==> src/rtl/vga_pixel_prefetch.sv <==
// -----------------------------------------------------------------------------
// vga_pixel_prefetch
// Prefetches pixel words from a frame buffer into a small FIFO so that the VGA
// timing controller can pull one pixel per cycle during the active area.
//
// Ports
//   iCLK         pixel clock (shared with the VGA timing controller)
//   iRST         asynchronous active-high reset
//   iFrameStart  one-cycle pulse at vsync; flushes and restarts the frame
//   iRequest     pixel demand from the VGA controller
//   oRd_Req      frame-buffer read request (held until iRd_Ack)
//   oRd_Addr     frame-buffer word address, valid while oRd_Req is high
//   iRd_Ack      memory accepts the current request
//   iRd_Valid    one returned word valid this cycle (in order)
//   iRd_Data     returned pixel {R[29:20], G[19:10], B[9:0]}
//   oRed/oGreen/oBlue  pixel shown one cycle after a demand (0 when none)
//   oLevel       FIFO occupancy
//   oUnderflow   sticky: a demand found the FIFO empty
// -----------------------------------------------------------------------------
module vga_pixel_prefetch #(
    parameter int DEPTH        = 16,
    parameter int FRAME_PIXELS = 307200,
    parameter int ADDR_W       = 20
) (
    input  logic                     iCLK,
    input  logic                     iRST,
    input  logic                     iFrameStart,
    input  logic                     iRequest,
    output logic                     oRd_Req,
    output logic [ADDR_W-1:0]        oRd_Addr,
    input  logic                     iRd_Ack,
    input  logic                     iRd_Valid,
    input  logic [29:0]              iRd_Data,
    output logic [9:0]               oRed,
    output logic [9:0]               oGreen,
    output logic [9:0]               oBlue,
    output logic [$clog2(DEPTH):0]   oLevel,
    output logic                     oUnderflow
);

    localparam int PTR_W = $clog2(DEPTH);
    localparam int LVL_W = PTR_W + 1;
    // Stale returns can pile up across several back-to-back restarts, so the
    // drop counter gets headroom for 16 full pipelines of abandoned reads.
    localparam int DROP_W = LVL_W + 4;
    localparam logic [ADDR_W-1:0] LAST_ADDR = ADDR_W'(FRAME_PIXELS - 1);

    typedef enum logic [1:0] {
        S_IDLE  = 2'd0,
        S_FETCH = 2'd1,
        S_DONE  = 2'd2
    } state_t;

    state_t              r_state;
    logic [ADDR_W-1:0]   r_addr;
    logic                r_rd_req;
    logic [LVL_W-1:0]    r_outstanding;
    logic [DROP_W-1:0]   r_drop;
    logic [LVL_W-1:0]    r_level;
    logic [PTR_W-1:0]    r_wr_ptr;
    logic [PTR_W-1:0]    r_rd_ptr;
    logic [29:0]         r_pix;
    logic                r_underflow;
    logic [29:0]         r_mem [DEPTH];

    state_t              w_state_nxt;
    logic [ADDR_W-1:0]   w_addr_nxt;
    logic                w_rd_req_nxt;
    logic [LVL_W-1:0]    w_outst_nxt;
    logic [DROP_W-1:0]   w_drop_nxt;
    logic [DROP_W-1:0]   w_inflight;
    logic [LVL_W-1:0]    w_level_nxt;
    logic [LVL_W:0]      w_sum;
    logic [PTR_W-1:0]    w_wr_ptr_nxt;
    logic [PTR_W-1:0]    w_rd_ptr_nxt;
    logic [29:0]         w_pix_nxt;
    logic                w_underflow_nxt;
    logic                w_ack;
    logic                w_drop;
    logic                w_keep;
    logic                w_pop;
    logic                w_last_ack;

    // Handshake qualifiers. A return is either discarded (stale read from an
    // abandoned frame) or kept; a return in the restart cycle is always stale.
    always_comb begin
        w_ack      = r_rd_req & iRd_Ack;
        w_drop     = iRd_Valid & ~iFrameStart & (r_drop != '0);
        w_keep     = iRd_Valid & ~iFrameStart & (r_drop == '0)
                     & (r_state != S_IDLE) & (r_outstanding != '0);
        w_pop      = iRequest & ~iFrameStart & (r_level != '0);
        w_last_ack = w_ack & (r_state == S_FETCH) & (r_addr == LAST_ADDR);
    end

    // Next-state and next-value logic for the FSM, counters and FIFO.
    always_comb begin
        w_state_nxt     = r_state;
        w_addr_nxt      = r_addr;
        w_outst_nxt     = r_outstanding;
        w_drop_nxt      = r_drop;
        w_level_nxt     = r_level;
        w_wr_ptr_nxt    = r_wr_ptr;
        w_rd_ptr_nxt    = r_rd_ptr;
        w_underflow_nxt = r_underflow;
        w_pix_nxt       = 30'd0;
        w_inflight      = r_drop + DROP_W'(r_outstanding) + DROP_W'(w_ack);

        if (iFrameStart) begin
            w_state_nxt     = S_FETCH;
            w_addr_nxt      = '0;
            w_outst_nxt     = '0;
            w_level_nxt     = '0;
            w_wr_ptr_nxt    = '0;
            w_rd_ptr_nxt    = '0;
            w_underflow_nxt = 1'b0;
            // A return in this very cycle consumes one of the in-flight reads.
            if (iRd_Valid && (w_inflight != '0)) begin
                w_drop_nxt = w_inflight - DROP_W'(1);
            end else begin
                w_drop_nxt = w_inflight;
            end
        end else begin
            case (r_state)
                S_IDLE:  w_state_nxt = S_IDLE;
                S_FETCH: w_state_nxt = w_last_ack ? S_DONE : S_FETCH;
                S_DONE:  w_state_nxt = S_DONE;
                default: w_state_nxt = S_IDLE;
            endcase

            // The final address is held rather than stepped past the frame.
            if (w_ack && !w_last_ack) begin
                w_addr_nxt = r_addr + ADDR_W'(1);
            end else begin
                w_addr_nxt = r_addr;
            end

            case ({w_ack, w_keep})
                2'b10:   w_outst_nxt = r_outstanding + LVL_W'(1);
                2'b01:   w_outst_nxt = r_outstanding - LVL_W'(1);
                default: w_outst_nxt = r_outstanding;
            endcase

            if (w_drop) begin
                w_drop_nxt = r_drop - DROP_W'(1);
            end else begin
                w_drop_nxt = r_drop;
            end

            case ({w_keep, w_pop})
                2'b10:   w_level_nxt = r_level + LVL_W'(1);
                2'b01:   w_level_nxt = r_level - LVL_W'(1);
                default: w_level_nxt = r_level;
            endcase

            if (w_keep) begin
                w_wr_ptr_nxt = r_wr_ptr + PTR_W'(1);
            end else begin
                w_wr_ptr_nxt = r_wr_ptr;
            end

            if (w_pop) begin
                w_rd_ptr_nxt = r_rd_ptr + PTR_W'(1);
                w_pix_nxt    = r_mem[r_rd_ptr];
            end else begin
                w_rd_ptr_nxt = r_rd_ptr;
                w_pix_nxt    = 30'd0;
            end

            if (iRequest && (r_level == '0)) begin
                w_underflow_nxt = 1'b1;
            end else begin
                w_underflow_nxt = r_underflow;
            end
        end

        // Credit check on the values the counters will hold next cycle, so the
        // registered request matches level + outstanding < DEPTH exactly.
        w_sum        = {1'b0, w_level_nxt} + {1'b0, w_outst_nxt};
        w_rd_req_nxt = (w_state_nxt == S_FETCH) && (w_sum < (LVL_W + 1)'(DEPTH));
    end

    // State, counter and output registers.
    always_ff @(posedge iCLK or posedge iRST) begin
        if (iRST) begin
            r_state       <= S_IDLE;
            r_addr        <= '0;
            r_rd_req      <= 1'b0;
            r_outstanding <= '0;
            r_drop        <= '0;
            r_level       <= '0;
            r_wr_ptr      <= '0;
            r_rd_ptr      <= '0;
            r_pix         <= 30'd0;
            r_underflow   <= 1'b0;
        end else begin
            r_state       <= w_state_nxt;
            r_addr        <= w_addr_nxt;
            r_rd_req      <= w_rd_req_nxt;
            r_outstanding <= w_outst_nxt;
            r_drop        <= w_drop_nxt;
            r_level       <= w_level_nxt;
            r_wr_ptr      <= w_wr_ptr_nxt;
            r_rd_ptr      <= w_rd_ptr_nxt;
            r_pix         <= w_pix_nxt;
            r_underflow   <= w_underflow_nxt;
        end
    end

    // FIFO storage; contents are only read when the level says they are valid.
    always_ff @(posedge iCLK) begin
        if (w_keep) begin
            r_mem[r_wr_ptr] <= iRd_Data;
        end
    end

    assign oRd_Req    = r_rd_req;
    assign oRd_Addr   = r_addr;
    assign oRed       = r_pix[29:20];
    assign oGreen     = r_pix[19:10];
    assign oBlue      = r_pix[9:0];
    assign oLevel     = r_level;
    assign oUnderflow = r_underflow;

endmodule

==> config.mk <==
export PLATFORM = sky130hd
export DESIGN_NAME = vga_pixel_prefetch
export DESIGN_NICKNAME = d
export VERILOG_FILES = /design/src/rtl/vga_pixel_prefetch.sv
export SDC_FILE = /design/constraint.sdc
export NUM_CORES = 1
export LEC_CHECK = 0
export BUFFER_PORTS_ARGS = -buffer_cell sky130_fd_sc_hd__buf_4
export CELL_PAD_IN_SITES_DETAIL_PLACEMENT = 0
export CELL_PAD_IN_SITES_GLOBAL_PLACEMENT = 1
export CORE_MARGIN = 3
export CORE_UTILIZATION = 35
export DETAILED_ROUTE_END_ITERATION = 7
export PLACE_DENSITY_LB_ADDON = 0.25
export SETUP_SLACK_MARGIN = 0.5
export SYNTH_ARGS = -nofsm -noshare
export SYNTH_HDL_FRONTEND = slang
export SYNTH_SLANG_ARGS = --single-unit
==> constraint.sdc <==
create_clock -name iCLK -period 4.4 [get_ports iCLK]
set_clock_uncertainty 0.05 [all_clocks]
set_input_delay 0.44 -clock iCLK [delete_from_list [all_inputs] [get_ports iCLK]]
set_output_delay 0.44 -clock iCLK [all_outputs]
set_load 0.01 [all_outputs]
==> results of run 1 <==
[state kept, by name (all words and copies together), names as in the netlist]
signal,count
oRd_Req,1
r_drop,9
r_outstanding,5
oUnderflow,1
r_mem,480
oRd_Addr,20
r_rd_ptr,4
r_pix,30
r_state,2
r_wr_ptr,4
oLevel,5
[what timing repair did]
action,CTS,global route
pin swaps,6,8
gates cloned,0,0
setup endpoints to repair,1,1
setup buffers,4,2
resized for setup,5,5
hold endpoints to repair,36,0
hold buffers,2,0
[cell type report]
class	count	area share (%)
clock inverter	35	1.82
timing repair buffer	142	4.71
multi-input combinational	562	22.1
inverter	20	0.299
tap	846	3.95
sequential	561	61.4
clock buffer	75	5.80
[cells by family after synthesis]
logic type | after synthesis
buf+inv | 83
simple gates | 199
mux | 156
xor+xnor | 42
compound gates | 137
flops | 561
fa+ha+maj | 28
[report_power, final]
group          internal, mW  switching [mW]  leakage (nW)
Combinational         0.231           0.376          2.50
Sequential             5.82          0.0489          5.40
Clock                  3.10            2.07         0.974
Total                  9.14            2.49          8.87
[per-stage QoR]
step	power [mW]	setup slack [ns]
2_1_floorplan	6.36	0.244
5_1_grt	12.1	0.170
3_3_place_gp	6.56	0.316
3_5_place_dp	6.57	0.236
6_report	11.6	0.411
4_1_cts	11.8	0.337
[worst reg2reg max path, delay by kind of cell, from the launching register on]
kind,cells,cell delay (ns)
flip-flops,1,0.37
buffers and inverters,1,0.06
adder cells (fa/ha/maj),3,0.63
XOR/XNOR,2,0.27
AO/OA/AOI/OAI,4,0.58
AND/OR/NAND/NOR,7,1.93
[how the worst max path moves through the flow]
stage                                      from                end  slack, ns  cells past startpoint
after global routing      r_drop[5]$_DFFE_PP0P_  oRd_Req$_DFF_PP0_       0.17                     17
after detailed placement  r_drop[4]$_DFFE_PP0P_  oRd_Req$_DFF_PP0_       0.24                     17
after global placement    r_drop[4]$_DFFE_PP0P_  oRd_Req$_DFF_PP0_       0.32                     17
final                     r_drop[5]$_DFFE_PP0P_  oRd_Req$_DFF_PP0_       0.41                     17
after floorplan           r_drop[5]$_DFFE_PP0P_  oRd_Req$_DFF_PP0_       0.24                     19
after CTS                 r_drop[4]$_DFFE_PP0P_  oRd_Req$_DFF_PP0_       0.34                     17
[placed cells by master (no fill, tap or decap), types with 3 or more instances in the layout]
cell,instances
sky130_fd_sc_hd__edfxtp_1,480
sky130_fd_sc_hd__buf_4,124
sky130_fd_sc_hd__mux4_2,120
sky130_fd_sc_hd__dfrtp_1,76
sky130_fd_sc_hd__a211oi_1,61
sky130_fd_sc_hd__clkbuf_16,58
sky130_fd_sc_hd__nor2_1,48
sky130_fd_sc_hd__mux2i_1,35
sky130_fd_sc_hd__nor2b_1,34
sky130_fd_sc_hd__nand2_1,26
sky130_fd_sc_hd__ha_1,23
sky130_fd_sc_hd__xor2_1,22
sky130_fd_sc_hd__a21oi_1,21
sky130_fd_sc_hd__xnor2_1,19
sky130_fd_sc_hd__o21ai_0,17
sky130_fd_sc_hd__inv_1,17
sky130_fd_sc_hd__and2_2,16
sky130_fd_sc_hd__buf_12,15
sky130_fd_sc_hd__nand4_1,14
sky130_fd_sc_hd__nand3_1,13
sky130_fd_sc_hd__clkbuf_1,13
sky130_fd_sc_hd__clkinv_1,10
sky130_fd_sc_hd__bufinv_16,10
sky130_fd_sc_hd__or3_1,9
sky130_fd_sc_hd__a21o_1,8
sky130_fd_sc_hd__nor3_1,7
sky130_fd_sc_hd__clkinv_2,6
sky130_fd_sc_hd__clkinvlp_4,5
sky130_fd_sc_hd__clkbuf_8,4
sky130_fd_sc_hd__nor4b_1,3
sky130_fd_sc_hd__or2_2,3
sky130_fd_sc_hd__o2111ai_1,3
sky130_fd_sc_hd__a31oi_1,3
sky130_fd_sc_hd__and3_1,3
sky130_fd_sc_hd__dfrtp_4,3
[per-layer routing]
layer | vias to the layer above | GRT usage, % | routed length (microns)
met4 | 0 | 3.84 | 865
met1 | 6151 | 22.2 | 24200
met5 | - | 0 | 0
li1 | 5141 | - | -
met2 | 223 | 24.1 | 23800
met3 | 56 | 2.34 | 2170
[cell usage after synthesis, types with 3 or more instances]
| cell type | number | share of area [%] |
|---|---|---|
| sky130_fd_sc_hd__o21ai_0 | 17 | 0.38 |
| sky130_fd_sc_hd__inv_1 | 18 | 0.30 |
| sky130_fd_sc_hd__dfrtp_1 | 81 | 9.0 |
| sky130_fd_sc_hd__buf_1 | 7 | 0.12 |
| sky130_fd_sc_hd__and3_1 | 3 | 0.083 |
| sky130_fd_sc_hd__nand2_1 | 27 | 0.45 |
| sky130_fd_sc_hd__o2111ai_1 | 3 | 0.12 |
| sky130_fd_sc_hd__nor4b_1 | 4 | 0.15 |
| sky130_fd_sc_hd__or2_2 | 3 | 0.083 |
| sky130_fd_sc_hd__clkbuf_1 | 44 | 0.73 |
| sky130_fd_sc_hd__and2_1 | 18 | 0.50 |
| sky130_fd_sc_hd__nand4_1 | 14 | 0.39 |
| sky130_fd_sc_hd__a21oi_1 | 23 | 0.51 |
| sky130_fd_sc_hd__xor2_1 | 22 | 0.85 |
| sky130_fd_sc_hd__edfxtp_1 | 480 | 64 |
| sky130_fd_sc_hd__or3_1 | 10 | 0.28 |
| sky130_fd_sc_hd__a211oi_1 | 61 | 2.0 |
| sky130_fd_sc_hd__mux4_2 | 120 | 12 |
| sky130_fd_sc_hd__nor2_1 | 50 | 0.83 |
| sky130_fd_sc_hd__nor3_1 | 7 | 0.15 |
| sky130_fd_sc_hd__mux2i_1 | 35 | 1.5 |
| sky130_fd_sc_hd__xnor2_1 | 20 | 0.77 |
| sky130_fd_sc_hd__nand3_1 | 13 | 0.29 |
| sky130_fd_sc_hd__buf_2 | 11 | 0.24 |
| sky130_fd_sc_hd__a31oi_1 | 3 | 0.083 |
| sky130_fd_sc_hd__ha_1 | 26 | 1.4 |
| sky130_fd_sc_hd__a21o_1 | 8 | 0.27 |
| sky130_fd_sc_hd__nor2b_1 | 34 | 0.94 |
==> summary.md, run 1 <==
| Metric | Value |
|---|---|
| Status | `completed` |
| Top_reg_cell synth | `sky130_fd_sc_hd__edfxtp_1` |
| Final critical path time including I/O delays and setup | `3.99 ns` |
| Post-synthesis simple-gate area fraction | `4.82%` |
| Slowest stage cell, crit path | `sky130_fd_sc_hd__or4_4` |
| Dominant combinational cell family by area after synthesis | `multiplexers` |
| Dominant delay contributor by cell family on the critical path | `simple AND/OR/NAND/NOR gates` |
| Post-DRT Antenna Nets | `0` |
| Initial core utilization | `35.6%` |
| Worst Hold Launch | `iRd_Data[2]` |
| First-pass iteration count of the detailed router | `4` |
| CP required | `4.85 ns` |
| Critical register-to-register path startpoint | `r_drop[5]$_DFFE_PP0P_` |
| Filler Cell Count | `5649` |
| Count of flip-flops with a built-in enable after synthesis | `480` |
| RePlAce Congestion | `0.764` |
| Area growth from synthesis to layout | `18.6%` |
| Transition time at the pin with the least slew margin | `0.875 ns` |
| Via count of the first global-routing pass | `12001` |
| Number of standard-cell rows in the floorplan | `92` |
| Pin count of the biggest net entering global routing | `61` |
| Core Area | `63500 sq um` |
| CTS clock-pin slew for the worst setup and hold paths | `0.06 ns` |
| Net count after synthesis | `1270` |
| Number of setup violations in the final report | `0` |
| Maximum clock frequency | `251 MHz` |
| Complex-gate fraction of the synthesized area | `4.23%` |
| H-Tree Level Count | `2` |
| Reg2Reg Setup Slack | `0.41 ns` |
| Reg2reg path depth | `17` |
| Final layout net count | `1409` |
| Max FO, Critical Path | `3` |
| Placed cell areas | `24700 sq um` |
| Buf/Inv on CP | `1` |
| Layout cell share with drive strength beyond 1 | `28.5%` |
| Total standard cell area after synthesis | `22600 sq um` |
| Global route overflow | `0` |
| First-pass GRT wire length | `76800 microns` |
| Insertion delay of the later-clocked pin in the worst-skew pair | `0.63 ns` |
| Total Negative Setup Slacks | `0 ns` |
| Post-layout util | `42.2%` |
| Worst Hold Slack | `0.0506 ns` |
| Number of antenna repair diodes | `0` |
| End of the worst hold path | `r_mem[9][2]$_DFFE_PP_` |
| Library cell used as clock root buffer | `sky130_fd_sc_hd__clkbuf_16` |
| Port Buffer Count | `92` |
| Full die area | `67700 sq um` |
| Seq/Total Area, Yosys | `72.7%` |
| Vertical extent of the die | `260 microns` |
| Adder-cell area share of the yosys netlist | `1.62%` |
| Hold Crit Class | `input pin to flip-flop` |
| Crit path cell chain | `or4_4 > or3b_4 > nor3_4 > inv_4 > ha_4 > xor2_1 > ha_2 > a21o_1 > nor4b_2 > a21oi_1 > o21a_1 > nor2_2 > xnor2_2 > nor2_2 > ha_1 > or3_4 > a221oi_2` |
| Total global routing track utilization | `15.2%` |
| Worst supply voltage drop on vdd | `331 uV` |
| Count of placed standard cells in the final layout, fillers left out | `2241` |
| Hold Fails Final Rpt | `0` |
| Total length of routed wires | `51100 microns` |
| Number of buffers inserted during clock tree synthesis | `58` |
| Vias per inst | `5.16` |
| Average wire length per cell after detail routing | `22.8 microns` |
| Critical Setup Path Class | `flip-flop to flip-flop` |
| Proportion of synthesized flip-flops having asynchronous set or reset | `14.4%` |
| Netlist cell types | `65` |
| Worst-case headroom to the max-slew limit | `41.7%` |
| Area of the multi-input gates | `5920 sq um` |
| Yosys warns | `0` |
| Max Buffers Root-to-Sink | `3` |
| Placed wire-length estimate | `28500 microns` |
| Number of register bits inferred by synthesis | `561` |
| CTS tree | `built` |
| Most repeated library cell on the critical path | `sky130_fd_sc_hd__nor2_2` |
| Type of destination of the critical path | `flip-flop` |
| DR iter-0 viols | `848` |
| TritonCTS Sinks | `561` |
| Leak Pwr | `8.87 nW` |
| Remaining DRCs | `0` |
| Number of maximum-capacitance constraint violations | `0` |
| Proportion of synthesized area in mux cells | `13.5%` |
| Delay contributed by the slowest stage of the critical path | `0.53 ns` |
| RSZ-0062 raised after global routing | `true` |
| Placed cells | `2123` |
| Worst reg2reg endpoint | `oRd_Req$_DFF_PP0_` |
| Fraction of synthesized cell area in xor and xnor cells | `1.63%` |
| Worst path arrival time | `4.44 ns` |
| Initial antenna violation count | `0` |
| Synthesized instance count | `1206` |
| Via count | `11571` |
| Portion of the clock cycle consumed by the worst path in the final layout | `90.7%` |
| Power density over cell area | `434 nW/um^2` |
| Hold Path Stages | `1` |
| Per-instance average area after synthesis | `18.8 sq um` |
| Setup crit start kind | `flip-flop` |
| Layout Cell Area excl Fill | `26800 sq um` |
| Horizontal extent of the die | `260 microns` |
| IO Pins | `93` |
| Area of all sequential standard cells | `16500 sq um` |
| Final count of pins violating max slew | `0` |
No activity file was read; power rests on OpenSTA's default activity.
==> run 2: changes to the inputs <==
--- a/config.mk
+++ b/config.mk
@@ -11,3 +11,3 @@
 export CORE_MARGIN = 3
-export CORE_UTILIZATION = 35
+export CORE_UTILIZATION = 48
 export DETAILED_ROUTE_END_ITERATION = 7
--- a/constraint.sdc
+++ b/constraint.sdc
@@ -4,2 +4,2 @@
 set_output_delay 0.44 -clock iCLK [all_outputs]
-set_load 0.01 [all_outputs]
+set_load 0.02 [all_outputs]
==> run 2 against run 1 <==
- hold slack got worse by 0.013 ns
- largest power group unchanged
- register-to-register slack improved by 0.03 ns
- first-iteration DRC count grew 21%
- design area decreased by 1.9%
- combinational power hardly changed
- global-route usage up 4.6 points
- clock-buffer cell count increased by 4
- clock power down 8.9%
- highest routed layer is now met5
- total power is 4.0% lower
- non-clock buffer count up 1
==> summary.md, run 2 (same netlist as run 1, synthesis figures left out) <==
| Metric | Value |
|---|---|
| Status | `completed` |
| Power density over cell area | `424 nW/um^2 (-2.2%)` |
| Type of destination of the critical path | `flip-flop` |
| Via count | `11561 (-0.086%)` |
| DR iter-0 viols | `1023 (+21%)` |
| Setup crit start kind | `flip-flop` |
| Worst Hold Slack | `0.0377 ns (-0.0129 ns)` |
| Initial antenna violation count | `1 (+1)` |
| Port Buffer Count | `92 (unchanged)` |
| Number of standard-cell rows in the floorplan | `78 (-15%)` |
| Post-layout util | `57.3% (+15 points)` |
| Hold Crit Class | `input pin to flip-flop` |
| CP required | `4.84 ns (about the same)` |
| Worst reg2reg endpoint | `oRd_Req$_DFF_PP0_` |
| Portion of total power attributed to the clock network | `42.1% (-2.3 points)` |
| Critical Setup Path Class | `flip-flop to flip-flop` |
| First-pass iteration count of the detailed router | `5 (+1)` |
| Final layout net count | `1407 (-0.14%)` |
| Total Negative Setup Slacks | `0 ns (unchanged)` |
| Full die area | `49800 sq um (-27%)` |
| Worst-case headroom to the max-slew limit | `35.8% (-5.9 points)` |
| Total length of routed wires | `48500 microns (-5.1%)` |
| Portion of the clock cycle consumed by the worst path in the final layout | `90.1% (-0.59 points)` |
| Remaining DRCs | `0 (unchanged)` |
| Global route overflow | `0 (unchanged)` |
| IO Pins | `93 (unchanged)` |
| H-Tree Level Count | `2 (unchanged)` |
| Max Buffers Root-to-Sink | `3 (unchanged)` |
| Worst path arrival time | `4.40 ns (-0.04 ns)` |
| Core Area | `46000 sq um (-28%)` |
| Maximum clock frequency | `252 MHz (+0.65%)` |
| CTS tree | `built` |
| Vias per inst | `5.81 (+13%)` |
| Post-DRT Antenna Nets | `0 (unchanged)` |
| Startpoint of the most critical setup path | `r_drop[5]$_DFFE_PP0P_` |
| Average wire length per cell after detail routing | `24.4 microns (+7.0%)` |
| Proportion of power drawn by flip-flops and latches | `52.5% (+2.1 points)` |
| Filler Cell Count | `3496 (-38%)` |
| Layout cell share with drive strength beyond 1 | `28.6% (+0.051 points)` |
| RePlAce Congestion | `0.753 (-1.5%)` |
| Part of the total power dissipated in combinational logic | `5.4% (+0.2 points)` |
| First-pass GRT wire length | `74600 microns (-2.8%)` |
| Placed cell areas | `24300 sq um (-1.4%)` |
| Top library cells by usage in the layout, fill and taps aside | `sky130_fd_sc_hd__edfxtp_1, sky130_fd_sc_hd__buf_4, sky130_fd_sc_hd__mux4_2` |
| Total power consumption of the routed design | `11.2 mW (-4.0%)` |
| Pre-CTS setup slack | `0.272 ns (+0.0367 ns)` |
| Area of the multi-input gates | `5920 sq um (about the same)` |
| Number of maximum-capacitance constraint violations | `0 (unchanged)` |
| Fraction of power spent switching nets | `21.3% (-0.12 points)` |
| Layout Cell Area excl Fill | `26300 sq um (-1.9%)` |
| Reg2Reg Setup Slack | `0.44 ns (+0.03 ns)` |
| Number of antenna repair diodes | `0 (unchanged)` |
| Largest register by flop count | `r_mem` |
| Final count of pins violating max slew | `0 (unchanged)` |
| Insertion delay of the later-clocked pin in the worst-skew pair | `0.60 ns (-0.03 ns)` |
| Most frequent standard cell in the layout excluding fill and tap cells | `sky130_fd_sc_hd__edfxtp_1` |
| Pin count of the biggest net entering global routing | `64 (+4.9%)` |
| Max FO, Critical Path | `3 (unchanged)` |
| Vertical extent of the die | `223 microns (-14%)` |
| RSZ-0062 raised after global routing | `true` |
| Total global routing track utilization | `19.8% (+4.6 points)` |
| Worst setup path endpoint | `oRd_Req$_DFF_PP0_` |
| Number of setup violations in the final report | `0 (unchanged)` |
| Area growth from synthesis to layout | `16.4%` |
| Flip-flop count of the largest register, all copies and words added | `480 (unchanged)` |
| Internal | `8.79 mW (-3.9%)` |
| Placed cells | `1872 (-12%)` |
| Leak Pwr | `8.80 nW (-0.77%)` |
| Library cell used as clock root buffer | `sky130_fd_sc_hd__clkbuf_16` |
| P_sw | `2.38 mW (-4.6%)` |
| Least setup slack across all paths after layout | `0.437 ns (+0.0259 ns)` |
| Worst supply voltage drop on vdd | `361 uV (+9.2%)` |
| Initial core utilization | `49.2% (+14 points)` |
| Reg2reg path depth | `17 (unchanged)` |
| Transition time at the pin with the least slew margin | `0.949 ns (+0.0749 ns)` |
| Number of buffers inserted during clock tree synthesis | `55 (-5.2%)` |
| Hold Fails Final Rpt | `0 (unchanged)` |
| Horizontal extent of the die | `223 microns (-14%)` |
| TritonCTS Sinks | `561 (unchanged)` |
| Count of placed standard cells in the final layout, fillers left out | `1989 (-11%)` |
| Via count of the first global-routing pass | `11856 (-1.2%)` |
| CTS clock-pin slew for the worst setup and hold paths | `0.06 ns (about the same)` |
| Placed wire-length estimate | `26700 microns (-6.0%)` |
| Area of all sequential standard cells | `16500 sq um (unchanged)` |
| Critical register-to-register path startpoint | `r_drop[5]$_DFFE_PP0P_` |
| Final critical path time including I/O delays and setup | `3.96 ns (-0.0259 ns)` |
[run 2: cell types whose count changed in the layout (fill, tap and decap cells not counted), moves of 3 or more]
| cell | before | now |
|---|---|---|
| sky130_fd_sc_hd__clkbuf_8 | 4 | 7 |
| sky130_fd_sc_hd__clkinv_1 | 10 | 3 |
| sky130_fd_sc_hd__clkinv_2 | 6 | 10 |
| sky130_fd_sc_hd__buf_4 | 124 | 121 |
| sky130_fd_sc_hd__bufinv_16 | 10 | 4 |
| sky130_fd_sc_hd__buf_6 | 1 | 6 |
[run 2: how the worst min path moves through the flow]
stage,cells after the start,slack [ns],end,start
after global placement,2,0.45,oUnderflow$_DFFE_PP0P_,oUnderflow$_DFFE_PP0P_
after detailed placement,2,0.44,oUnderflow$_DFFE_PP0P_,oUnderflow$_DFFE_PP0P_
after floorplan,0,0.49,r_mem[0][0]$_DFFE_PP_,iRd_Data[0]
after global routing,3,0.02,oUnderflow$_DFFE_PP0P_,iRequest
final,3,0.04,oUnderflow$_DFFE_PP0P_,iRequest
after CTS,3,0.0002,oUnderflow$_DFFE_PP0P_,iRequest
[run 2: final cells by class]
type / count / area share (%)
sequential: 561 / 62.5
multi-input combinational: 562 / 22.5
clock buffer: 79 / 6.00
timing repair buffer: 143 / 4.89
tap: 600 / 2.85
clock inverter: 24 / 0.970
inverter: 20 / 0.304
[run 2: worst max-delay path: stages (launching register included)]
cell and delay (ns):
sky130_fd_sc_hd__dfrtp_1 0.37, sky130_fd_sc_hd__or4_4 0.54, sky130_fd_sc_hd__or3b_4 0.41, sky130_fd_sc_hd__nor3_4 0.21
sky130_fd_sc_hd__inv_4 0.06, sky130_fd_sc_hd__ha_4 0.16, sky130_fd_sc_hd__xor2_1 0.14, sky130_fd_sc_hd__ha_2 0.18
sky130_fd_sc_hd__a21o_1 0.19, sky130_fd_sc_hd__nor4b_2 0.21, sky130_fd_sc_hd__a21oi_1 0.06, sky130_fd_sc_hd__o21a_1 0.11
sky130_fd_sc_hd__nor2_1 0.12, sky130_fd_sc_hd__xnor2_1 0.13, sky130_fd_sc_hd__nor2_1 0.08, sky130_fd_sc_hd__ha_1 0.32
sky130_fd_sc_hd__or3_4 0.33, sky130_fd_sc_hd__a221oi_2 0.20
[run 2: layer usage]
layer	GRT usage (%)	vias up	part of all wire, %
met2	30.6	286	47
met4	4.35	2	1.7
met5	0	-	0.041
li1	-	5129	-
met3	3.93	61	5.5
met1	29.7	6083	46
[run 2: power groups by stage]
stage	Sequential, mW	Clock (mW)	Combinational (mW)
2_1_floorplan	5.97	0	0.393
3_3_place_gp	5.97	0	0.580
3_5_place_dp	5.98	0	0.586
4_1_cts	5.86	4.81	0.603
5_1_grt	5.87	5.03	0.676
6_report	5.86	4.70	0.604
[run 2: timing repair]
action,4_1_cts,5_1_grt
resized for setup,4,10
hold buffers,1,0
setup buffers,11,2
pin swaps,10,6
endpoints found under the setup margin,1,2
endpoints found under the hold margin,3,0
gates cloned,0,0
